<file path="src/rtl/slink_rx_mux_if.sv">
// Bundles the per-channel MAC receive strobes and the downstream word read port.
interface slink_rx_mux_if #(
  parameter int unsigned CH_NUM = 2
);
  logic [CH_NUM-1:0]   rx_dval;
  logic [CH_NUM-1:0]   rx_sop;
  logic [CH_NUM-1:0]   rx_eop;
  logic [CH_NUM-1:0]   rx_err;
  logic [8*CH_NUM-1:0] rx_data;
  logic                mm_rdreq;
  logic                mm_empty;
  logic                mm_dval;
  logic [17:0]         mm_data;
  logic [1:0]          mm_ch;
  logic [CH_NUM-1:0]   pkt_drop;

  // Traffic source: MAC receivers plus the downstream reader.
  modport master (
    output rx_dval, rx_sop, rx_eop, rx_err, rx_data, mm_rdreq,
    input  mm_empty, mm_dval, mm_data, mm_ch, pkt_drop
  );

  // The mux itself.
  modport slave (
    input  rx_dval, rx_sop, rx_eop, rx_err, rx_data, mm_rdreq,
    output mm_empty, mm_dval, mm_data, mm_ch, pkt_drop
  );
endinterface

</file>
<file path="src/rtl/slink_rx_mux.sv">
// Multi-channel byte receiver: packs bytes into 18-bit words per channel, buffers whole
// packets with commit/rollback, and forwards committed packets round-robin to one reader.
module slink_rx_mux #(
  parameter int unsigned CH_NUM  = 2,
  parameter int unsigned FIFO_AW = 6
) (
  input logic           clk_125m,
  input logic           rst_125m,
  slink_rx_mux_if.slave bus
);
  localparam int unsigned PW    = FIFO_AW + 1;
  localparam int unsigned DEPTH = 1 << FIFO_AW;

  typedef enum logic [1:0] {StIdle, StArb, StXfer} state_e;

  state_e      state_q, state_d;
  logic [1:0]  cur_q, cur_d, last_q, last_d, sel_ch, cand;
  logic        found, fire;
  logic [3:0]  pend;
  logic [17:0] rd_word [4];
  logic        dval_q;
  logic [17:0] data_q;
  logic [1:0]  ch_q;

  assign bus.mm_empty = (state_q != StXfer);
  assign fire         = bus.mm_rdreq && (state_q == StXfer);
  assign bus.mm_dval  = dval_q;
  assign bus.mm_data  = data_q;
  assign bus.mm_ch    = ch_q;

  for (genvar k = 0; k < 4; k++) begin : g_ch
    if (k < CH_NUM) begin : g_on
      logic [PW-1:0] wr_q, wr_d, cm_q, cm_d, rd_q, base;
      logic          in_pkt_q, in_pkt_d, half_q, half_d, sop_q, sop_d;
      logic [7:0]    hi_q, hi_d, byte_in;
      logic          dval, sop, eop, err, full, want, wr_en, drop, drop_q, rd_inc;
      logic [17:0]   word;
      logic [17:0]   mem [DEPTH];

      assign dval    = bus.rx_dval[k];
      assign sop     = bus.rx_sop[k];
      assign eop     = bus.rx_eop[k];
      assign err     = bus.rx_err[k];
      assign byte_in = bus.rx_data[8*k +: 8];
      assign rd_inc  = fire && (cur_q == 2'(k));

      // Packer and write-side pointer update; a new packet always starts at the commit point.
      always_comb begin
        in_pkt_d = in_pkt_q;
        half_d   = half_q;
        sop_d    = sop_q;
        hi_d     = hi_q;
        wr_d     = wr_q;
        cm_d     = cm_q;
        want     = 1'b0;
        wr_en    = 1'b0;
        drop     = 1'b0;
        word     = '0;
        base     = (dval && sop && !err) ? cm_q : wr_q;
        full     = ((base - rd_q) == PW'(DEPTH));
        if (err) begin
          if (in_pkt_q) begin
            drop = 1'b1;
            wr_d = cm_q;
          end
          in_pkt_d = 1'b0;
          half_d   = 1'b0;
        end else if (dval && sop) begin
          if (in_pkt_q) begin
            drop = 1'b1;
            wr_d = cm_q;
          end
          in_pkt_d = 1'b1;
          half_d   = 1'b1;
          sop_d    = 1'b1;
          hi_d     = byte_in;
          if (eop) begin
            want = 1'b1;
            word = {2'b11, byte_in, 8'h00};
          end
        end else if (dval && in_pkt_q) begin
          if (half_q) begin
            want = 1'b1;
            word = {sop_q, eop, hi_q, byte_in};
          end else if (eop) begin
            want = 1'b1;
            word = {sop_q, 1'b1, byte_in, 8'h00};
          end else begin
            hi_d   = byte_in;
            half_d = 1'b1;
          end
        end
        if (want) begin
          half_d = 1'b0;
          if (full) begin
            drop     = 1'b1;
            wr_d     = cm_q;
            in_pkt_d = 1'b0;
          end else begin
            wr_en = 1'b1;
            wr_d  = base + PW'(1);
            sop_d = 1'b0;
            if (word[16]) begin
              cm_d     = base + PW'(1);
              in_pkt_d = 1'b0;
            end else begin
              in_pkt_d = 1'b1;
            end
          end
        end
      end

      // Channel state and pointers.
      always_ff @(posedge clk_125m or negedge rst_125m) begin
        if (!rst_125m) begin
          wr_q     <= '0;
          cm_q     <= '0;
          rd_q     <= '0;
          in_pkt_q <= 1'b0;
          half_q   <= 1'b0;
          sop_q    <= 1'b0;
          hi_q     <= '0;
          drop_q   <= 1'b0;
        end else begin
          wr_q     <= wr_d;
          cm_q     <= cm_d;
          rd_q     <= rd_q + PW'(rd_inc);
          in_pkt_q <= in_pkt_d;
          half_q   <= half_d;
          sop_q    <= sop_d;
          hi_q     <= hi_d;
          drop_q   <= drop;
        end
      end

      // Packet buffer storage.
      always_ff @(posedge clk_125m) begin
        if (wr_en) mem[base[FIFO_AW-1:0]] <= word;
      end

      assign rd_word[k]      = mem[rd_q[FIFO_AW-1:0]];
      assign pend[k]         = (cm_q != rd_q);
      assign bus.pkt_drop[k] = drop_q;
    end else begin : g_off
      assign rd_word[k] = '0;
      assign pend[k]    = 1'b0;
    end
  end

  // Round-robin pick of the first pending channel after last_ch.
  always_comb begin
    sel_ch = last_q;
    found  = 1'b0;
    cand   = '0;
    for (int unsigned i = 1; i <= CH_NUM; i++) begin
      cand = 2'((32'(last_q) + i) % CH_NUM);
      if (!found && pend[cand]) begin
        found  = 1'b1;
        sel_ch = cand;
      end
    end
  end

  // Arbiter next state: a transfer ends on the read of the eop word.
  always_comb begin
    state_d = state_q;
    cur_d   = cur_q;
    last_d  = last_q;
    unique case (state_q)
      StIdle: if (|pend) state_d = StArb;
      StArb: begin
        cur_d   = sel_ch;
        state_d = StXfer;
      end
      StXfer: begin
        if (fire && rd_word[cur_q][16]) begin
          state_d = StIdle;
          last_d  = cur_q;
        end
      end
      default: state_d = StIdle;
    endcase
  end

  // Arbiter state and registered read port.
  always_ff @(posedge clk_125m or negedge rst_125m) begin
    if (!rst_125m) begin
      state_q <= StIdle;
      cur_q   <= '0;
      last_q  <= 2'(CH_NUM - 1);
      dval_q  <= 1'b0;
      data_q  <= '0;
      ch_q    <= '0;
    end else begin
      state_q <= state_d;
      cur_q   <= cur_d;
      last_q  <= last_d;
      dval_q  <= fire;
      if (fire) begin
        data_q <= rd_word[cur_q];
        ch_q   <= cur_q;
      end
    end
  end
endmodule
</file>
<file path="src/flat_wrapper.sv">
// flat-port wrapper written by rule: the top's interface ports become plain ports
module slink_rx_mux_flat 
#(
  parameter int unsigned CH_NUM  = 2,
  parameter int unsigned FIFO_AW = 6
)
  (clk_125m, rst_125m, bus_rx_dval, bus_rx_sop, bus_rx_eop, bus_rx_err, bus_rx_data, bus_mm_rdreq, bus_mm_empty, bus_mm_dval, bus_mm_data, bus_mm_ch, bus_pkt_drop);
  slink_rx_mux_if #(.CH_NUM(CH_NUM)) bus_i ();
  input logic clk_125m;
  input logic rst_125m;
  input wire logic [$bits(bus_i.rx_dval)-1:0] bus_rx_dval;
  input wire logic [$bits(bus_i.rx_sop)-1:0] bus_rx_sop;
  input wire logic [$bits(bus_i.rx_eop)-1:0] bus_rx_eop;
  input wire logic [$bits(bus_i.rx_err)-1:0] bus_rx_err;
  input wire logic [$bits(bus_i.rx_data)-1:0] bus_rx_data;
  input wire logic [$bits(bus_i.mm_rdreq)-1:0] bus_mm_rdreq;
  output wire logic [$bits(bus_i.mm_empty)-1:0] bus_mm_empty;
  output wire logic [$bits(bus_i.mm_dval)-1:0] bus_mm_dval;
  output wire logic [$bits(bus_i.mm_data)-1:0] bus_mm_data;
  output wire logic [$bits(bus_i.mm_ch)-1:0] bus_mm_ch;
  output wire logic [$bits(bus_i.pkt_drop)-1:0] bus_pkt_drop;
  assign bus_i.rx_dval = bus_rx_dval;
  assign bus_i.rx_sop = bus_rx_sop;
  assign bus_i.rx_eop = bus_rx_eop;
  assign bus_i.rx_err = bus_rx_err;
  assign bus_i.rx_data = bus_rx_data;
  assign bus_i.mm_rdreq = bus_mm_rdreq;
  assign bus_mm_empty = bus_i.mm_empty;
  assign bus_mm_dval = bus_i.mm_dval;
  assign bus_mm_data = bus_i.mm_data;
  assign bus_mm_ch = bus_i.mm_ch;
  assign bus_pkt_drop = bus_i.pkt_drop;
  slink_rx_mux #(.CH_NUM(CH_NUM), .FIFO_AW(FIFO_AW)) u_core (.clk_125m(clk_125m), .rst_125m(rst_125m), .bus(bus_i));
endmodule
</file>
<file path="config.mk">
export PLATFORM = sky130hd
export DESIGN_NAME = slink_rx_mux_flat
export DESIGN_NICKNAME = d
export VERILOG_FILES = /design/src/rtl/slink_rx_mux_if.sv /design/src/rtl/slink_rx_mux.sv /design/src/flat_wrapper.sv
export SDC_FILE = /design/constraint.sdc
export NUM_CORES = 2
export LEC_CHECK = 0
export ABC_CLOCK_PERIOD_IN_PS = 5200
export BUFFER_PORTS_ARGS = -buffer_cell sky130_fd_sc_hd__clkbuf_2
export CORE_ASPECT_RATIO = 0.75
export CORE_MARGIN = 10
export CORE_UTILIZATION = 30
export CTS_BUF_LIST = sky130_fd_sc_hd__clkbuf_8 sky130_fd_sc_hd__clkbuf_16
export DETAILED_ROUTE_END_ITERATION = 10
export PLACE_DENSITY = 0.56
export SLEW_MARGIN = 25
export SYNTH_ARGS = -nofsm -noshare
export SYNTH_HDL_FRONTEND = slang
export SYNTH_SLANG_ARGS = --single-unit
</file>
<file path="constraint.sdc">
create_clock -name clk_125m -period 5.2 [get_ports clk_125m]
set_input_delay 1.04 -clock clk_125m [delete_from_list [all_inputs] [get_ports clk_125m]]
set_output_delay 1.04 -clock clk_125m [all_outputs]
set_load 0.05 [all_outputs]
</file>
**Word level (Yosys, flattened, before mapping)**

Memories as Yosys holds them, arrays and structs flattened.
Cells that the tools add are included.

- Flip-flop bits (word level): 93
- Latch bits: 0
- RAM bits: 2304
- ROM bits: 0
- Logic and storage cells: 186
- Memories kept: 2

- $add $sub $neg: 8
- Multipliers: 0
- Div/mod/pow operators: 0
- $lt $le $gt $ge: 3
- Eq/ne operators: 14
- Shifts and indexed selects: 0
- Multiplexer cells: 103
- Bitwise logic cells: 5
- Reductions and logical operators: 29

Memory list:

| name | words | width | read ports | clocked after Yosys merged registers in | wr ports | line | source |
|---|---|---|---|---|---|---|---|
| u_core.g_ch[0].g_on.mem | 64 | 18 | 1 | 0 | 1 | slink_rx_mux.sv:38 | `logic [17:0] mem [DEPTH];` |
| u_core.g_ch[1].g_on.mem | 64 | 18 | 1 | 0 | 1 | slink_rx_mux.sv:38 |  |

Operators by type and width:

| kind | count |
|---|---|
| 18-bit two-way mux | 14 |
| 7-bit two-way mux | 12 |
| 8-bit two-way mux | 8 |
| 1-bit two-way mux | 63 |
| 18-bit binary-select mux with 2-bit select | 1 |
| 7-bit by 1-bit adder with 7-bit output | 2 |
| 7-bit by 1-bit adder with 7-bit output, second input constant | 2 |
| 7-bit == test, second input constant | 2 |
| 7-bit inequality test | 2 |
| 7-bit subtractor | 2 |
| 1-bit logical AND | 11 |
| 2-bit two-way mux | 4 |
| 2-bit inequality test, second input constant | 4 |
| 4-bit AND reduction | 2 |
| 4-bit nonzero test | 2 |
| 1-bit by 3-bit < comparator with 1-bit output, second input constant | 2 |
| 2-bit by 1-bit inequality test with 1-bit output, second input constant | 3 |
| 2-bit case mux with 3 select lines | 1 |
| 3-bit AND reduction | 2 |
| 3-bit nonzero test | 2 |
| 2-bit by 1-bit == test with 1-bit output, second input constant | 2 |
| 2-bit logical NOT | 2 |
| 1-bit inverter | 4 |
| 2-bit AND reduction | 2 |
| other kinds (7) | 11 |

**Logic depth before layout (Yosys ltp)**

- Depth after elaboration: 9
- Depth in mapped cells: 14
- Mapped depth without buffers: 11

**Least setup slack after synthesis**

OpenSTA, ideal clock, no wires.

- Path type: input to register
- Start: input port bus_rx_sop[1]
- End: memory u_core.g_ch[1].g_on.mem[36][0] (enable)
- Arrival: 5.007 ns
- Required time: 4.760 ns
- Setup slack: -0.246 ns
- Stages: 14
- Path buffers: 4
- Path through: buf_2 nand2_1 nor2_2 a21boi_0 clkbuf_1 ha_1 nor2b_1 o21ai_0 a21oi_1 o2111ai_1 a21oi_4 buf_4 buf_2 nor4_1

- Word-level cells in the longest chain between the ends: 9
- Elaborated cells between the ends (all ways): 11
- Classes of those cells: add/sub (1); eq/ne (1); mux (7); reduce/logical (2)

RTL lines:

| item | line | source |
|---|---|---|
| start: declaration | flat_wrapper.sv:12 | `input wire logic [$bits(bus_i.rx_sop)-1:0] bus_rx_sop;` |
| 1-bit logical AND * | slink_rx_mux.sv:59, slink_rx_mux.sv:68 |  |
| 1-bit logical AND | slink_rx_mux.sv:59 | `base = (dval && sop && !err) ? cm_q : wr_q;` |
| 7-bit two-way mux | slink_rx_mux.sv:59 |  |
| 7-bit subtractor | slink_rx_mux.sv:60 | `full = ((base - rd_q) == PW'(DEPTH));` |
| 7-bit == test | slink_rx_mux.sv:60 |  |
| 1-bit two-way mux | slink_rx_mux.sv:95 | `if (full) begin` |
| 1-bit two-way mux | slink_rx_mux.sv:93 | `if (want) begin` |
| 1-bit two-way mux | slink_rx_mux.sv:138 | `if (wr_en) mem[base[FIFO_AW-1:0]] <= word;` |
| 1-bit two-way mux (not written as such) | slink_rx_mux.sv:138 |  |
| end: declaration | slink_rx_mux.sv:38 |  |

Mark *: on every way between the ends. The rest lies on a longest branch, timed or not.

**Worst setup path after layout**

- Start: input port bus_rx_dval[0]
- End: memory u_core.g_ch[0].g_on.mem[38][12] (enable)

- Word-level cells in the longest chain between the ends: 9
- Elaborated cells between the ends (all ways): 13
- Classes of those cells: add/sub (1); eq/ne (1); mux (8); reduce/logical (3)

RTL lines:

| item | line | source |
|---|---|---|
| start: declaration | flat_wrapper.sv:11 | `input wire logic [$bits(bus_i.rx_dval)-1:0] bus_rx_dval;` |
| 1-bit logical AND | slink_rx_mux.sv:59, slink_rx_mux.sv:68 |  |
| 1-bit logical AND | slink_rx_mux.sv:59 |  |
| 7-bit two-way mux | slink_rx_mux.sv:59 |  |
| 7-bit subtractor | slink_rx_mux.sv:60 |  |
| 7-bit == test | slink_rx_mux.sv:60 |  |
| 1-bit two-way mux | slink_rx_mux.sv:95 |  |
| 1-bit two-way mux | slink_rx_mux.sv:93 |  |
| 1-bit two-way mux | slink_rx_mux.sv:138 |  |
| 1-bit two-way mux (not written as such) | slink_rx_mux.sv:138 |  |
| end: declaration | slink_rx_mux.sv:38 |  |

Parallel ways exist; a longest one is shown, timed or not.

==> qor.yml <==
clkSlewWorstSetupHoldPaths_ns: 0.06
ys_ff_latch: 2397
clk_latency_ns: 0.91
gp_congestion: 0.835
ys.warnings.count: 0
p_int_mw: 36.8
ys_async_sr_fraction_pct: 3.88
hold_class: "in2async"
arrival_ns: 4.58
worst_slew_pin_slew_ns: 1.11
yosysUniqueCellTypes: 73
root_buffer: "clkbuf_16"
start_util_pct: 30.1
crit_path_top_delay_cell: "nor2_2"
swShare_pct: 28.8
final_util_pct: 35.1
synth-edff-count: 2304
maxSlewHeadroom_pct: 26.0
use_met1_pct: 21.3
top_usage_layer: "met1"
final_cells: 8838
areaGrowthSynthToFinish_pct: 16.5
cts_tree: "yes"
grt_util_met2_pct: 19.9
cts_hold_buffers: 0
fin_skew_ns: 0.122
synth_cells: 4185
cap_violations: 0
hold_viol_final: 0
syn-num-nets: 4230
startpoint: "bus_rx_dval[0]"
placedInstanceArea_um2: 101000
core_area_um2: 310000
route.vias.total: 45000
avgSynthCellArea_um2: 22.3
dpl.cell_count: 8388
vdd_drop_max_mv: 0.420
dieArea_um2: 335000
cts_buffers: 245
cts-resized-gates: 0
die_w_um: 665
worst_ep_required_time_ns: 5.62
drive_gt1_share_pct: 33.6
grt_pass1_vias: 44800
grt_pass1_wl_um: 342000
fin_crit_sh_pct: 80.0
crit_type: "in2reg"
tns_ns: 0
cp_max_fo: 18
wl_um: 239000
slowest_delay_ns: 0.82
synth_top_area_share_pct: 74.0
reg2reg_setup_slack_ns: 1.18
layout_setup_ws_ns: 1.04
grt-ovfl-total: 0
clockBufferDepth: 4
period_minus_slack_ns: 4.16
dpl.hpwl_um: 147000
cts_sinks: 2397
power.density_nw_per_um2: 475
power_switching_mw: 14.9
io_buffers: 50
power_frac_seq_pct: 42.1
drc: 0
crit_path_end: "u_core.g_ch[0].g_on.mem[38][12]"
pwr-share-clk_pct: 33.4
power.leakage_nw: 36.3
end_kind: "flip-flop"
r2r-end: "u_core.bus.mm_data[0]"
cp-start-kind: "input pin"
grt_antenna_before_repair: 15
total_power_mw: 51.7
design_area_um2: 109000
cts_setup_buffers: 0
rr_startpoint: "u_core.g_ch[1].g_on.rd_q[1]"
fin_hold_ws_ns: 0.182
wl_per_cell_um: 27.1
cp_cell_sequence: "clkbuf_2, nand3b_1, mux2i_1, inv_1, ha_1, and2_1, a311oi_1, o2bb2ai_1, o22ai_1, nand2_1, nand3_1, buf_4, nor2_2"
synth_area_um2: 93500
synth_top_flop_cell: "edfxtp_1"
die_y_um: 503
fmax_mhz: 240
place_ws_ns: 0.174
yosys.area.top_type: "edfxtp_1"
num_rows: 177
grt_use_met3_pct: 2.60
rr_worst_depth: 6
setup_viol: 0
viasPerCell: 5.09
drt_iter0_markers: 5640
grt_max_degree: 153
ios: 51
drt.antenna.violating_nets: 0
drtPass1Iterations: 6
rsz0062_at_grt: "false"
synth.area.top_cells: "edfxtp_1 (74%), mux4_2 (17%), dfrtp_1 (2.5%)"
status: "finished clean"
htreeDepth: 4
yosysSeqAreaShare_pct: 76.5
track_usage_pct: 13.9
final_max_slew_viol_count: 0
nets: 4563
power_frac_comb_pct: 24.5
## cells in the final DEF (no fill, tap or decap), types with 6 or more instances in the layout
master | synthesis | layout
clkinv_1 | 1 | 57
mux2i_1 | 18 | 18
xnor2_1 | 20 | 20
clkinvlp_4 | 0 | 9
a22oi_1 | 40 | 40
edfxtp_1 | 2304 | 2304
nor3b_1 | 11 | 11
mux4_2 | 711 | 711
nand2_1 | 168 | 168
nor2_2 | 1 | 68
dfrtp_1 | 92 | 85
nand3_1 | 97 | 97
a21oi_1 | 23 | 23
nor3_1 | 15 | 14
dfrtp_4 | 0 | 6
clkbuf_16 | 0 | 247
buf_4 | 3 | 235
buf_12 | 0 | 22
o21ai_0 | 25 | 25
mux2_2 | 32 | 32
a22o_2 | 0 | 13
and2_1 | 24 | 8
clkbuf_2 | 0 | 49
nor2_1 | 154 | 53
ha_1 | 18 | 18
and2_2 | 0 | 13
nand2b_1 | 8 | 8
nor4_4 | 0 | 10
nor2b_1 | 11 | 11
inv_1 | 26 | 69
nor2_4 | 0 | 34
xor2_1 | 17 | 17
bufinv_16 | 0 | 28
nor4_2 | 0 | 22
clkinv_2 | 0 | 52
## kinds of logic after synthesis
group / after synthesis / share of synthesized area (%)
XOR/XNOR: 39 / 0.395
multiplexers: 762 / 17.7
AND/OR/NAND/NOR: 550 / 2.72
flip-flops: 2397 / 76.5
AO/OA/AOI/OAI: 169 / 1.30
adder cells (fa/ha/maj): 18 / 0.241
buffers and inverters: 250 / 1.13
## flip-flops by register name, indices dropped and copies added, names as in the netlist, 14 cells and up
register / cells
u_core.g_ch.g_on.hi_q: 16
u_core.g_ch.g_on.rd_q: 14
u_core.bus.mm_data: 18
u_core.g_ch.g_on.cm_q: 14
u_core.g_ch.g_on.wr_q: 14
u_core.g_ch.g_on.mem: 2304
## critical path: cells and delay by family
kind	cells	cell delay, ns
compound gates	3	0.64
fa+ha+maj	1	0.30
buf+inv	3	0.51
mux	1	0.37
simple gates	5	1.70
## cell type report
type / count / area, um^2
Multi-Input combinational cell: 1538 / 21700
Antenna cell: 4 / 10.0
Clock inverter: 198 / 1710
Fill cell: 28300 / 201000
Clock buffer: 248 / 6190
Tap cell: 4117 / 5150
Sequential cell: 2397 / 71500
Inverter: 29 / 119
Timing Repair Buffer: 307 / 2460
## layer usage
metal,vias to the layer above,share of wire (%)
li1,18400,-
met1,24500,46
met2,1811,43
met3,309,8.1
met4,4,3.0
met5,-,0.011
## cell usage after synthesis, types with 18 or more instances
cell,count
a21oi_1,23
a22oi_1,40
and2_1,24
buf_1,22
buf_2,71
clkbuf_1,123
dfrtp_1,92
edfxtp_1,2304
ha_1,18
inv_1,26
mux2_2,32
mux2i_1,18
mux4_2,711
nand2_1,168
nand3_1,97
nor2_1,154
nor4_1,36
o21ai_0,25
xnor2_1,20
## worst min path at each step
stage	cells past startpoint	endpoint
after floorplan	1	u_core.state_q[0]
after detailed placement	1	u_core.state_q[0]
after global routing	1	u_core.g_ch[1].g_on.hi_q[4]
after CTS	1	u_core.g_ch[1].g_on.hi_q[6]
final	1	u_core.g_ch[1].g_on.hi_q[4]
after global placement	2	u_core.last_q[0]
## power groups by stage
stage	registers, mW	clock network (mW)	logic [mW]
final	21.7	17.3	12.6
after global routing	21.8	18.4	13.4
after CTS	21.7	17.7	12.7
after detailed placement	22.1	0	12.7
after global placement	22.1	0	12.7
after floorplan	22.1	0	8.44
(Power assumes the default switching activity.)
